File: config.mk
export PLATFORM = sky130hd
export DESIGN_NAME = if_fetch_stage
export DESIGN_NICKNAME = d
export VERILOG_FILES = /design/src/rtl/if_fetch_stage.sv
export SDC_FILE = /design/constraint.sdc
export NUM_CORES = 1
export LEC_CHECK = 0
export ABC_AREA = 0
export ABC_CLOCK_PERIOD_IN_PS = 3000
export BUFFER_PORTS_ARGS = -buffer_cell sky130_fd_sc_hd__buf_2
export CAP_MARGIN = 20
export CORE_MARGIN = 2
export CORE_UTILIZATION = 53
export DETAILED_ROUTE_END_ITERATION = 16
export GPL_TIMING_DRIVEN = 0
export PLACE_DENSITY_LB_ADDON = 0.1
export SKIP_CTS_REPAIR_TIMING = 1
export SYNTH_ARGS = -nofsm -noshare
export SYNTH_HDL_FRONTEND = slang
export SYNTH_SLANG_ARGS = --single-unit
File: constraint.sdc
create_clock -name clk_i -period 3 [get_ports clk_i]
set_clock_uncertainty 0.05 [all_clocks]
set_input_delay 0.3 -clock clk_i [delete_from_list [all_inputs] [get_ports clk_i]]
set_output_delay 0.3 -clock clk_i [all_outputs]
set_load 0.02 [all_outputs]
File: src/rtl/if_fetch_stage.sv
// Instruction-fetch stage: owns the PC, issues one imem request at a time and feeds IF/ID.
// Holds a returned word across a stall and discards the response of a redirected request.
module if_fetch_stage #(
  parameter logic [31:0] RESET_PC = 32'h0000_0000
) (
  input  logic        clk_i,
  input  logic        start_i,
  input  logic        stall_i,
  input  logic        flush_i,
  input  logic [31:0] branch_target_i,
  output logic        imem_req_o,
  output logic [31:0] imem_addr_o,
  input  logic        imem_ack_i,
  input  logic [31:0] imem_rdata_i,
  output logic [31:0] instr_o,
  output logic [31:0] pc_o,
  output logic        valid_o,
  output logic [31:0] instr_cnt_o
);

  typedef enum logic [1:0] {StIdle, StReq, StHold, StDrop} state_e;

  state_e      state_q;
  logic [31:0] pc_q;
  logic [31:0] hold_q;
  logic [31:0] redirect_q;
  logic [31:0] cnt_q;
  logic [31:0] target;
  logic        accept;

  assign target      = branch_target_i & ~32'h0000_0003;
  assign instr_cnt_o = cnt_q;
  assign accept      = valid_o & ~stall_i & ~flush_i;

  // Outputs are decoded from state; the REQ path forwards rdata combinationally so a
  // zero-wait memory sustains one instruction per cycle.
  always_comb begin
    imem_req_o  = 1'b0;
    imem_addr_o = 32'h0;
    valid_o     = 1'b0;
    instr_o     = 32'h0;
    pc_o        = 32'h0;
    unique case (state_q)
      StIdle: ;
      StReq: begin
        imem_req_o  = 1'b1;
        imem_addr_o = pc_q;
        if (imem_ack_i && !flush_i && !stall_i) begin
          valid_o = 1'b1;
          instr_o = imem_rdata_i;
          pc_o    = pc_q;
        end
      end
      StHold: begin
        if (!flush_i) begin
          valid_o = 1'b1;
          instr_o = hold_q;
          pc_o    = pc_q;
        end
      end
      StDrop: begin
        // The abandoned request keeps its address until the memory acks it.
        imem_req_o  = 1'b1;
        imem_addr_o = pc_q;
      end
    endcase
  end

  always_ff @(posedge clk_i or negedge start_i) begin
    if (!start_i) begin
      state_q    <= StIdle;
      pc_q       <= RESET_PC;
      hold_q     <= 32'h0;
      redirect_q <= 32'h0;
      cnt_q      <= 32'h0;
    end else begin
      if (accept) cnt_q <= cnt_q + 32'd1;
      unique case (state_q)
        StIdle: state_q <= StReq;
        StReq: begin
          if (imem_ack_i) begin
            if (flush_i) begin
              pc_q <= target;
            end else if (stall_i) begin
              hold_q  <= imem_rdata_i;
              state_q <= StHold;
            end else begin
              pc_q <= pc_q + 32'd4;
            end
          end else if (flush_i) begin
            redirect_q <= target;
            state_q    <= StDrop;
          end
        end
        StHold: begin
          if (flush_i) begin
            pc_q    <= target;
            state_q <= StReq;
          end else if (!stall_i) begin
            pc_q    <= pc_q + 32'd4;
            state_q <= StReq;
          end
        end
        StDrop: begin
          if (imem_ack_i) begin
            pc_q    <= flush_i ? target : redirect_q;
            state_q <= StReq;
          end else if (flush_i) begin
            redirect_q <= target;
          end
        end
      endcase
    end
  end

endmodule

; Word-level counts from Yosys, hierarchy flattened
; Index checks and enable logic that the tools add are counted.
[totals]
reg_bits = 130
latch_bits = 0
ramBits = 0
rom_bits = 0
input_bits = 69
output_inout_bits = 130
wordCells = 57
n_memories = 0
[classes]
add_sub_neg = 2
mul = 0
div_mod_pow = 0
magnitude_cmp = 0
n_eq_ne = 9
shifts = 0
mux = 25
n_bitwise = 5
reduce_logical = 11
[ops]
columns = op, count
row1 = 2-to-1 mux 32 bit, 10
row2 = case mux 32 bit (2 select lines), 2
row3 = case mux 32 bit (3 select lines), 1
row4 = "adder 32 x 1 -> 32 bit, second input constant", 1
row5 = "adder 32 x 3 -> 32 bit, second input constant", 1
row6 = 2-to-1 mux 2 bit, 7
row7 = "!= test 3 bit, second input constant", 4
row8 = case mux 2 bit (4 select lines), 1
row9 = AND reduction 5 bit, 1
row10 = "== test 2 bit, second input constant", 2
row11 = "!= test 2 bit, second input constant", 2
row12 = AND reduction 4 bit, 1
row13 = 2-to-1 mux 1 bit, 3
row14 = inverter 1 bit, 3
row15 = AND reduction 3 bit, 1
row16 = nonzero test 3 bit, 1
row17 = AND 1 bit, 2
row18 = "== test 2 x 1 -> 1 bit, second input constant", 1
row19 = logical AND 1 bit, 2
row20 = zero test 1 bit, 2
row21 = zero test 2 bit, 1
row22 = case mux 1 bit (2 select lines), 1
row23 = AND reduction 2 bit, 1
row24 = OR reduction 2 bit, 1

; Logic depth before layout (Yosys ltp)
; Gate-level depths: netlist of the first run.
[depth]
word_depth = 7
ltp_mapped = 9

; Least setup slack after synthesis of the first run
; OpenSTA, ideal clock, no wires.
[synth_timing]
kind = reg2out
start = reg state_q[0]
end = out pc_o[12]
t_arrival_ps = 1904
path_slack_ps = 746
stages_incl_launch_ff = 8
path_cell_list = dfrtp_1 inv_2 ha_1 nor2b_1 buf_1 o21a_1 clkbuf_1 and2_1
[synth_via]
elab_chain_cells = 2
elab_cells_between_ends = 3
[synth_lines]
columns = item, line_no
row1 = start: declaration, 23  ; state_e state_q;
row2 = start signal: assignment, 71  ; state_q <= StIdle;
row3 = start signal: assignment, 79  ; StIdle: state_q <= StReq;
row4 = start signal: assignment, 86  ; state_q <= StHold;
row5 = == test 2 bit / == test 2 x 1 -> 1 bit (equally long branches), 43  ; unique case (state_q)
row6 = case mux 32 bit (2 select lines) *, 43
row7 = end: declaration, 16  ; output logic [31:0] pc_o,
; Every way passes the cells marked *; elsewhere a longest branch is shown, timed or not.

; Final worst setup path of the first run
[layout_timing]
start = reg state_q[0]
end = out pc_o[1]
; Same word-level chain as after synthesis.

==> results of run 1 <==
path summary, 6_finish.rpt:
| check | end | slack (ns) |
|---|---|---|
| setup reg to reg | pc_q[12]$_DFFE_PN0P_ | 0.36 |
| max in group asynchronous | hold_q[8]$_DFFE_PN0P_ | 1.78 |
| hold / removal | hold_q[11]$_DFFE_PN0P_ | 0.08 |
| setup / recovery | pc_o[1] | 0.12 |
| min in group asynchronous | redirect_q[23]$_DFFE_PN0P_ | 0.37 |
| hold reg to reg | redirect_q[1]$_DFFE_PN0P_ | 0.44 |
kinds of logic after synthesis:
logic type               after synthesis
buffers and inverters                 61
AO/OA/AOI/OAI                        168
AND/OR/NAND/NOR                      249
XOR/XNOR                              31
flip-flops                           130
adder cells (fa/ha/maj)                6
multiplexers                          63
routing by layer:
metal	vias up	routed length, um
li1	3019	-
met5	-	0
met3	49	1750
met1	3166	8450
met4	0	555
met2	291	10300
stage by stage:
step	TNS (ns)	hold slack (ns)	util	worst slack [ns]
finish	0	0.0765	0.683	0.124
detailed placement	-0.267	0.263	0.634	-0.0447
global placement	-18.42	0.405	0.632	-0.151
floorplan	0	-0.0456	-	0.746
CTS	-15.26	-0.173	0.680	-0.498
global route	0	0.0744	0.683	0.00318
power by group:
group / internal [uW] / total (uW) / switching (uW)
logic: 1480 / 3640 / 2170
clock network: 1420 / 2140 / 725
registers: 2420 / 2990 / 572
cell usage in the layout, fill, tap and decap left out, types with 4 or more instances in the layout:
master / netlist / layout
clkbuf_1: 31 / 27
xnor2_1: 27 / 27
a22oi_1: 41 / 41
inv_1: 13 / 13
xor2_1: 4 / 4
nand2_1: 40 / 40
nor2b_1: 38 / 38
clkbuf_16: 0 / 17
mux2_2: 62 / 62
and4_1: 6 / 6
buf_2: 13 / 208
and3_1: 10 / 10
nor3_1: 5 / 5
nor2_1: 31 / 31
a31oi_1: 9 / 9
o22ai_1: 6 / 6
nand3_1: 22 / 22
o21ai_0: 39 / 39
ha_1: 6 / 6
dfrtp_1: 130 / 129
clkbuf_2: 0 / 6
bufinv_16: 0 / 4
and2_1: 58 / 58
nand4_1: 17 / 17
a21oi_1: 29 / 29
o211ai_1: 4 / 4
registers in the layout, summed over array words and instances, names as in the netlist:
name         flops
redirect_q      32
hold_q          32
pc_q            32
instr_cnt_o     32
state_q          2
area by class of cell:
type                       count  area share
clock buffer                  23      0.0519
buffer                        46      0.0226
timing repair buffer         201       0.116
tap                          176      0.0244
inverter                      14     0.00611
sequential                   130       0.361
clock inverter                 6      0.0144
multi-input combinational    517       0.403
critical path: cells and delay by family, from the launching register on:
family,cells,cell delay (ns)
buffers and inverters,5,0.92
flip-flops,1,0.43
AND/OR/NAND/NOR,2,0.30
adder cells (fa/ha/maj),1,0.22
AO/OA/AOI/OAI,1,0.25
==> impl_metrics.yaml, run 1 <==
clock_network:
  cts_buffer_depth: 2
  cts_tree: "yes"
  path_clk_slew_ns: 0.05
  cts_root_buf: "clkbuf_16"
  cts_inserted_buffers: 17
  clock-sinks: 130
  htreeDepth: 4
  insertion_delay_ns: 0.42
layout:
  diodes: 0
  nFillCells: 1097
  layout.area.seq_um2: 3250
  syn_to_final_growth_pct: 26.4
  fin_area_um2: 9010
  layout.nets: 1002
  multi_input_area_um2: 3640
  fin_cells: 1113
  drive_gt1_frac: 0.342
timing:
  setup_violations: 0
  drv_slew: 0
  rsz0062_at_grt: "false"
  fmax_ghz: 0.348
  period_share: 0.959
  fin_crit_ns: 2.88
  hold_violations: 0
  worstMarginPinSlew_ns: 0.872
  slew_headroom: 0.414
logic_synthesis:
  ys_seq_area_frac: 0.456
  synth_top_family_by_area: "simple AND/OR/NAND/NOR gates"
  synth_seq_cells: 130
  synthFlopType: "dfrtp_1"
  synth.top_cell.area_share: 0.456
  syn_nets: 783
  syn_avg_cell_area_um2: 10.1
  ys.warnings.count: 0
  yosys.area_share.adder: 0.0105
  synth-compound-area-share: 0.157
  synthSimpleGateAreaFrac: 0.205
  synth_cells: 708
  synth-xor-area-share: 0.0381
  synth_area_um2: 7130
  synth_area_leader_cell: "dfrtp_1"
  synth_edf_count: 0
  synth_cell_types: 61
  async_reset_ff_frac: 1.00
  synth_area_leaders: "dfrtp_1 (46%), mux2_2 (9.8%), and2_1 (5.1%)"
  synthTopCellsByCount: "dfrtp_1 (130), mux2_2 (62), and2_1 (58), a22oi_1 (41), nand2_1 (40)"
  synth.area.mux_share: 0.0993
  yosysMostFrequentCell: "dfrtp_1"
setup_path:
  cp.arrival_ns: 2.53
  r2r_start: "state_q[0]$_DFFE_PN0P_"
  cp-start-kind: "register"
  crit_start: "state_q[0]$_DFFE_PN0P_"
  endpoint_kind: "output pin"
  crit_slowest_cell: "dfrtp_2"
  slowest_delay_ns: 0.43
  crit_type: "reg2out"
  path_cells: "buf_4 > inv_4 > ha_1 > nor2b_1 > clkbuf_2 > o21a_2 > clkbuf_4 > and2_1 > buf_2"
  critPathRequiredTime_ns: 2.65
  cp_max_fo: 11
  worstRegToRegCells: 8
outcome:
  status: "finished clean"
floorplanning:
  die_x_um: 120
  num_io_pins: 199
  fp.dieArea_um2: 14400
  core_um2: 13200
  start_util: 0.541
  die_height_um: 120
  core.rowCount: 42
pwr:
  ir_worst_vdd_mv: 0.466
  finalPower_uw: 8780
  powerDensity_nw_per_um2: 974
  p_leak_uw: 0.00426
grt:
  gr-usage-all-layers: 0.298
  top_usage_layer: "met2"
  grtUsageMet1: 0.374
  grt_pass1_vias: 6486
  grt_overflow: 0
  use_met3: 0.0713
  grt_max_degree: 72
  grt_use_met2: 0.494
  grt_pass1_wl_um: 33400
  antenna_found_initial: 0
run:
  drv_cap: 0
place:
  hpwl_um: 15100
  place_congestion: 0.908
  placed_area_um2: 8370
  port_buffers: 196
  dp_cells: 1081
detailed_routing:
  detail-route-antenna-nets: 0
  firstDrtPassIters: 5
  vias: 6525
  route.detailed.wl_per_inst_um: 18.9
  drt_iter0_drc: 546
  via_per_inst: 5.86
  drc: 0
  wl_um: 21000
min_path:
  holdPathStages: 2
  hp-class: "in2reg"
  worstHoldStart: "imem_rdata_i[11]"
No activity file was read; power rests on OpenSTA's default activity.
==> run 2: changes to the inputs <==
Settings changed: ABC_AREA 0 to 1, CORE_UTILIZATION 53 to 54.
==> impl_metrics.yaml, run 2 <==
outcome:
  status: "finished clean"
layout:
  syn_to_final_growth_pct: 23.2
  drive_gt1_frac: 0.230
  final_common_cell: "nand2_1"
  layout.nets: 1449
  mostFrequentLayoutCells: "nand2_1 (387), buf_2 (209), inv_1 (152)"
floorplanning:
  core.rowCount: 44
  fp.dieArea_um2: 15900
  die_height_um: 126
  core_um2: 14500
  num_io_pins: 199
  die_x_um: 126
  start_util: 0.555
setup_path:
  cp-start-kind: "register"
  crit_slowest_cell: "dfrtp_2"
  cp.arrival_ns: 2.50
  critPathBufInv: 7
  crit_start: "state_q[0]$_DFFE_PN0P_"
  crit_type: "reg2out"
  cp_top_family: "buffers and inverters"
  endpoint_kind: "output pin"
  critPathRequiredTime_ns: 2.65
  slowest_delay_ns: 0.47
  r2r_start: "state_q[0]$_DFFE_PN0P_"
  path_cells: "buf_4 > inv_1 > ha_1 > inv_1 > nor2_4 > inv_2 > a21oi_4 > inv_2 > buf_4 > nor2_1 > buf_2"
  cp_max_fo: 10
detailed_routing:
  firstDrtPassIters: 5
  via_per_inst: 5.21
  vias: 8190
  route.detailed.wl_per_inst_um: 15.0
  drt_iter0_drc: 643
  wl_um: 23600
  detail-route-antenna-nets: 0
  drc: 0
timing:
  worstMarginPinSlew_ns: 0.664
  slew_headroom: 0.557
  finalWorstSetupSlack_ns: 0.151
  holdWs_ns: 0.0443
  period_share: 0.950
  hold_violations: 0
  fin_crit_ns: 2.85
  rsz0062_at_grt: "false"
  fmax_ghz: 0.351
  drv_slew: 0
  setup_violations: 0
logic_synthesis:
  synth_seq_cells: 130
  synthTopCellsByCount: "nand2_1 (387), inv_1 (153), nor2_1 (135), dfrtp_1 (130), o21ai_0 (85)"
  syn_nets: 1232
  synth_cells: 1157
  yosysMostFrequentCell: "nand2_1"
  synth_cell_types: 37
  syn_avg_cell_area_um2: 6.97
  synth_area_leader_cell: "dfrtp_1"
  synth_area_um2: 8060
  synth_edf_count: 0
  synth.top_cell.area_share: 0.403
  synth_area_leaders: "dfrtp_1 (40%), nand2_1 (18%), inv_1 (7.1%)"
  ys_seq_area_frac: 0.403
  async_reset_ff_frac: 1.00
  synthFlopType: "dfrtp_1"
  ys.warnings.count: 0
grt:
  grtUsageMet1: 0.383
  gr-usage-all-layers: 0.302
  grt_max_degree: 70
  use_met3: 0.0739
  grt_overflow: 0
  grt_pass1_wl_um: 38200
  grt_pass1_vias: 7658
  antenna_found_initial: 1
  top_usage_layer: "met2"
  grt_use_met2: 0.494
min_path:
  worstHoldStart: "branch_target_i[4]"
  hp-class: "in2reg"
run:
  drv_cap: 0
clock_network:
  cts_buffer_depth: 2
  cts_root_buf: "clkbuf_16"
  htreeDepth: 4
  insertion_delay_ns: 0.43
  cts_tree: "yes"
  cts_inserted_buffers: 17
  path_clk_slew_ns: 0.06
  clock-sinks: 130
place:
  place_ws_ns: -0.123
  place_congestion: 0.921
  hpwl_um: 17600
  port_buffers: 196
pwr:
  powerDensity_nw_per_um2: 954
  p_leak_uw: 0.00527
  ir_worst_vdd_mv: 0.560
[run 2: cell types whose count changed in the layout (fill, tap and decap cells not counted), sizes merged, moves of 20 or more]
cell,change
a21oi,+20
a22oi,-33
and2,-57
clkbuf,-21
inv,+146
mux2,-30
nand2,+353
nor2,+115
nor2b,-38
o21ai,+48
xnor2,-25
[run 2: path summary, 6_finish.rpt]
path | to | slack (ns) | cells past startpoint
worst max-delay path | pc_o[29] | 0.15 | 11
max in group asynchronous | state_q[0]$_DFFE_PN0P_ | 1.74 | 3
worst min-delay path | redirect_q[4]$_DFFE_PN0P_ | 0.04 | 3
min in group asynchronous | hold_q[3]$_DFFE_PN0P_ | 0.39 | 2
worst min register to register | redirect_q[1]$_DFFE_PN0P_ | 0.44 | 2
worst max register to register | pc_q[17]$_DFFE_PN0P_ | 0.70 | 10
[run 2: cell type report]
type,count,area [um2]
Fill cell,1338,4600
Multi-Input combinational cell,828,4010
Sequential cell,130,3250
Timing Repair Buffer,198,1030
Inverter,157,589
Clock buffer,17,425
Buffer,42,234
Tap cell,184,230
Clock inverter,15,159
Antenna cell,1,2.50
[run 2: layer usage]
layer  vias up  share of wire
met5         -              0
met4         0          0.037
met3        62          0.070
met2       323           0.48
met1      3750           0.42
li1       4055              -
[run 2: logic make-up (layout without fill, tap and decap cells)]
kind of cell	count (synthesis)	in the layout	share of synthesized area
buffers and inverters	199	429	0.100
AND/OR/NAND/NOR	601	601	0.302
flip-flops	130	130	0.403
AO/OA/AOI/OAI	165	165	0.114
adder cells (fa/ha/maj)	6	6	0.00931
other	0	1	0
XOR/XNOR	24	24	0.0261
multiplexers	32	32	0.0447
[run 2: where the power goes]
group          switching, uW  internal (uW)
Sequential               629           2490
Clock                    838           1230
Combinational           2830           1460
[run 2: per-stage QoR]
step	cells	utilization	TNS, ns	instance area [um2]	total power [uW]
6_report	1572	0.683	0	9930	9470
5_1_grt	1571	0.683	0	9930	10100
4_1_cts	1570	0.681	-17.55	9890	9420
3_5_place_dp	1538	0.640	-1.40	9310	7340
3_3_place_gp	1537	0.638	-35.76	9270	7250
2_1_floorplan	1157	-	0	8060	5950
[run 2: tightest hold or removal path, cell delays in order]
cell	delay, ns
buf_2	0.09
nand2_1	0.04
o21ai_0	0.06
==> run 3: changes to the inputs <==
Settings changed: PLACE_DENSITY set to 0.82, PLACE_DENSITY_LB_ADDON 0.1 to not set.
==> impl_metrics.yaml, run 3 (synthesis results as in run 2) <==
setup_path:
  r2r_start: "state_q[0]$_DFFE_PN0P_"
  critPathRequiredTime_ns: 2.65
  endpoint_kind: "output pin"
  cp-start-kind: "register"
  cp.arrival_ns: 2.52
  worstRegToRegCells: 10
  crit_type: "reg2out"
  cp_max_fo: 10
  rr_endpoint: "instr_cnt_o[16]$_DFFE_PN0P_"
  worst-r2r-setup-slack_ns: 0.56
detailed_routing:
  route.detailed.wl_per_inst_um: 15.4
  met3WireLength_um: 2280
  drt_iter0_drc: 783
  met2_length_um: 11500
  met1Wirelength_um: 9850
  maxUsedRoutingLayer: "met5"
  firstDrtPassIters: 5
  vias: 8348
  detail-route-antenna-nets: 0
  wl_um: 24300
  via_per_inst: 5.31
  drc: 0
place:
  hpwl_um: 17900
  port_buffers: 196
  dp_cells: 1538
  place_congestion: 0.996
clock_network:
  insertion_delay_ns: 0.43
  cts_root_buf: "clkbuf_16"
  cts_tree: "yes"
  cts_buffer_depth: 2
  cts_inserted_buffers: 17
  htreeDepth: 4
  clock-sinks: 130
  path_clk_slew_ns: 0.06
min_path:
  worstHoldStart: "branch_target_i[20]"
  holdPathStages: 3
  hold_end: "redirect_q[20]$_DFFE_PN0P_"
  hp-class: "in2reg"
timing:
  fmax_ghz: 0.349
  fin_crit_ns: 2.87
  hold_violations: 0
  finalSetupTns_ns: 0
  worstMarginPinSlew_ns: 0.616
  drv_slew: 0
  slew_headroom: 0.589
  rsz0062_at_grt: "false"
  setup_violations: 0
  period_share: 0.956
grt:
  grt_max_degree: 70
  grt_overflow: 0
  grt_pass1_vias: 7943
  antenna_found_initial: 2
  gr-usage-all-layers: 0.309
  grt_pass1_wl_um: 39400
pwr:
  ir_worst_vdd_mv: 0.515
  powerDensity_nw_per_um2: 955
  p_leak_uw: 0.00529
  finalPower_uw: 9470
outcome:
  status: "finished clean"
floorplanning:
  die_height_um: 126
  core_um2: 14500
  fp.dieArea_um2: 15900
  num_io_pins: 199
  start_util: 0.555
  die_x_um: 126
  core.rowCount: 44
layout:
  nFillCells: 1272
  layout.nets: 1451
  syn_to_final_growth_pct: 23.0
  utilization: 0.682
  final_common_cell: "nand2_1"
  mostFrequentLayoutCells: "nand2_1 (387), buf_2 (210), inv_1 (152)"
  fin_cells: 1573
  drive_gt1_frac: 0.229
run:
  drv_cap: 0
run 3: through the flow:
step,worst slack [ns],instance area [um2],hold WS [ns]
after detailed placement,-0.172,9310,0.274
after global placement,-0.223,9270,0.427
final,0.131,9920,0.0502
after global routing,0.00478,9910,0.0503
after floorplan,0.611,8060,-0.0456
after CTS,-0.619,9860,-0.167
run 3: worst max path at each step:
stage / start / to
5_1_grt: state_q[0]$_DFFE_PN0P_ / instr_o[5]
3_5_place_dp: state_q[0]$_DFFE_PN0P_ / pc_o[30]
3_3_place_gp: start_i / instr_cnt_o[1]$_DFFE_PN0P_
4_1_cts: state_q[0]$_DFFE_PN0P_ / pc_o[30]
2_1_floorplan: state_q[0]$_DFFE_PN0P_ / pc_o[0]
6_report: state_q[0]$_DFFE_PN0P_ / pc_o[16]
run 3: critical path: stages, from the launching register on:
cell and delay (ns):
dfrtp_2 0.48, clkbuf_4 0.23, inv_1 0.11, ha_1 0.17, inv_1 0.06, nor2_4 0.15
inv_2 0.06, a21oi_4 0.17, inv_2 0.09, clkbuf_4 0.21, nor2_1 0.16, buf_2 0.19
run 3: final cells by class:
class / count / area (um2) / area share
diodes: 1 / 2.50 / 0.000252
multi-input cells: 828 / 4010 / 0.404
flip-flops and latches: 130 / 3250 / 0.328
well taps: 184 / 230 / 0.0232
inverters: 157 / 589 / 0.0594
clock buffers: 22 / 474 / 0.0478
clock inverters: 9 / 82.6 / 0.00833
plain buffers: 42 / 235 / 0.0237
repair buffers: 200 / 1040 / 0.105
run 3: metal layers:
metal,vias up,global-route usage
met1,3813,0.400
met2,428,0.500
met5,-,0
met3,62,0.0790
li1,4043,-
met4,2,0.123
run 3: report_power, final:
group	internal [uW]	switching, uW
clock network	1200	793
logic	1460	2870
registers	2490	662
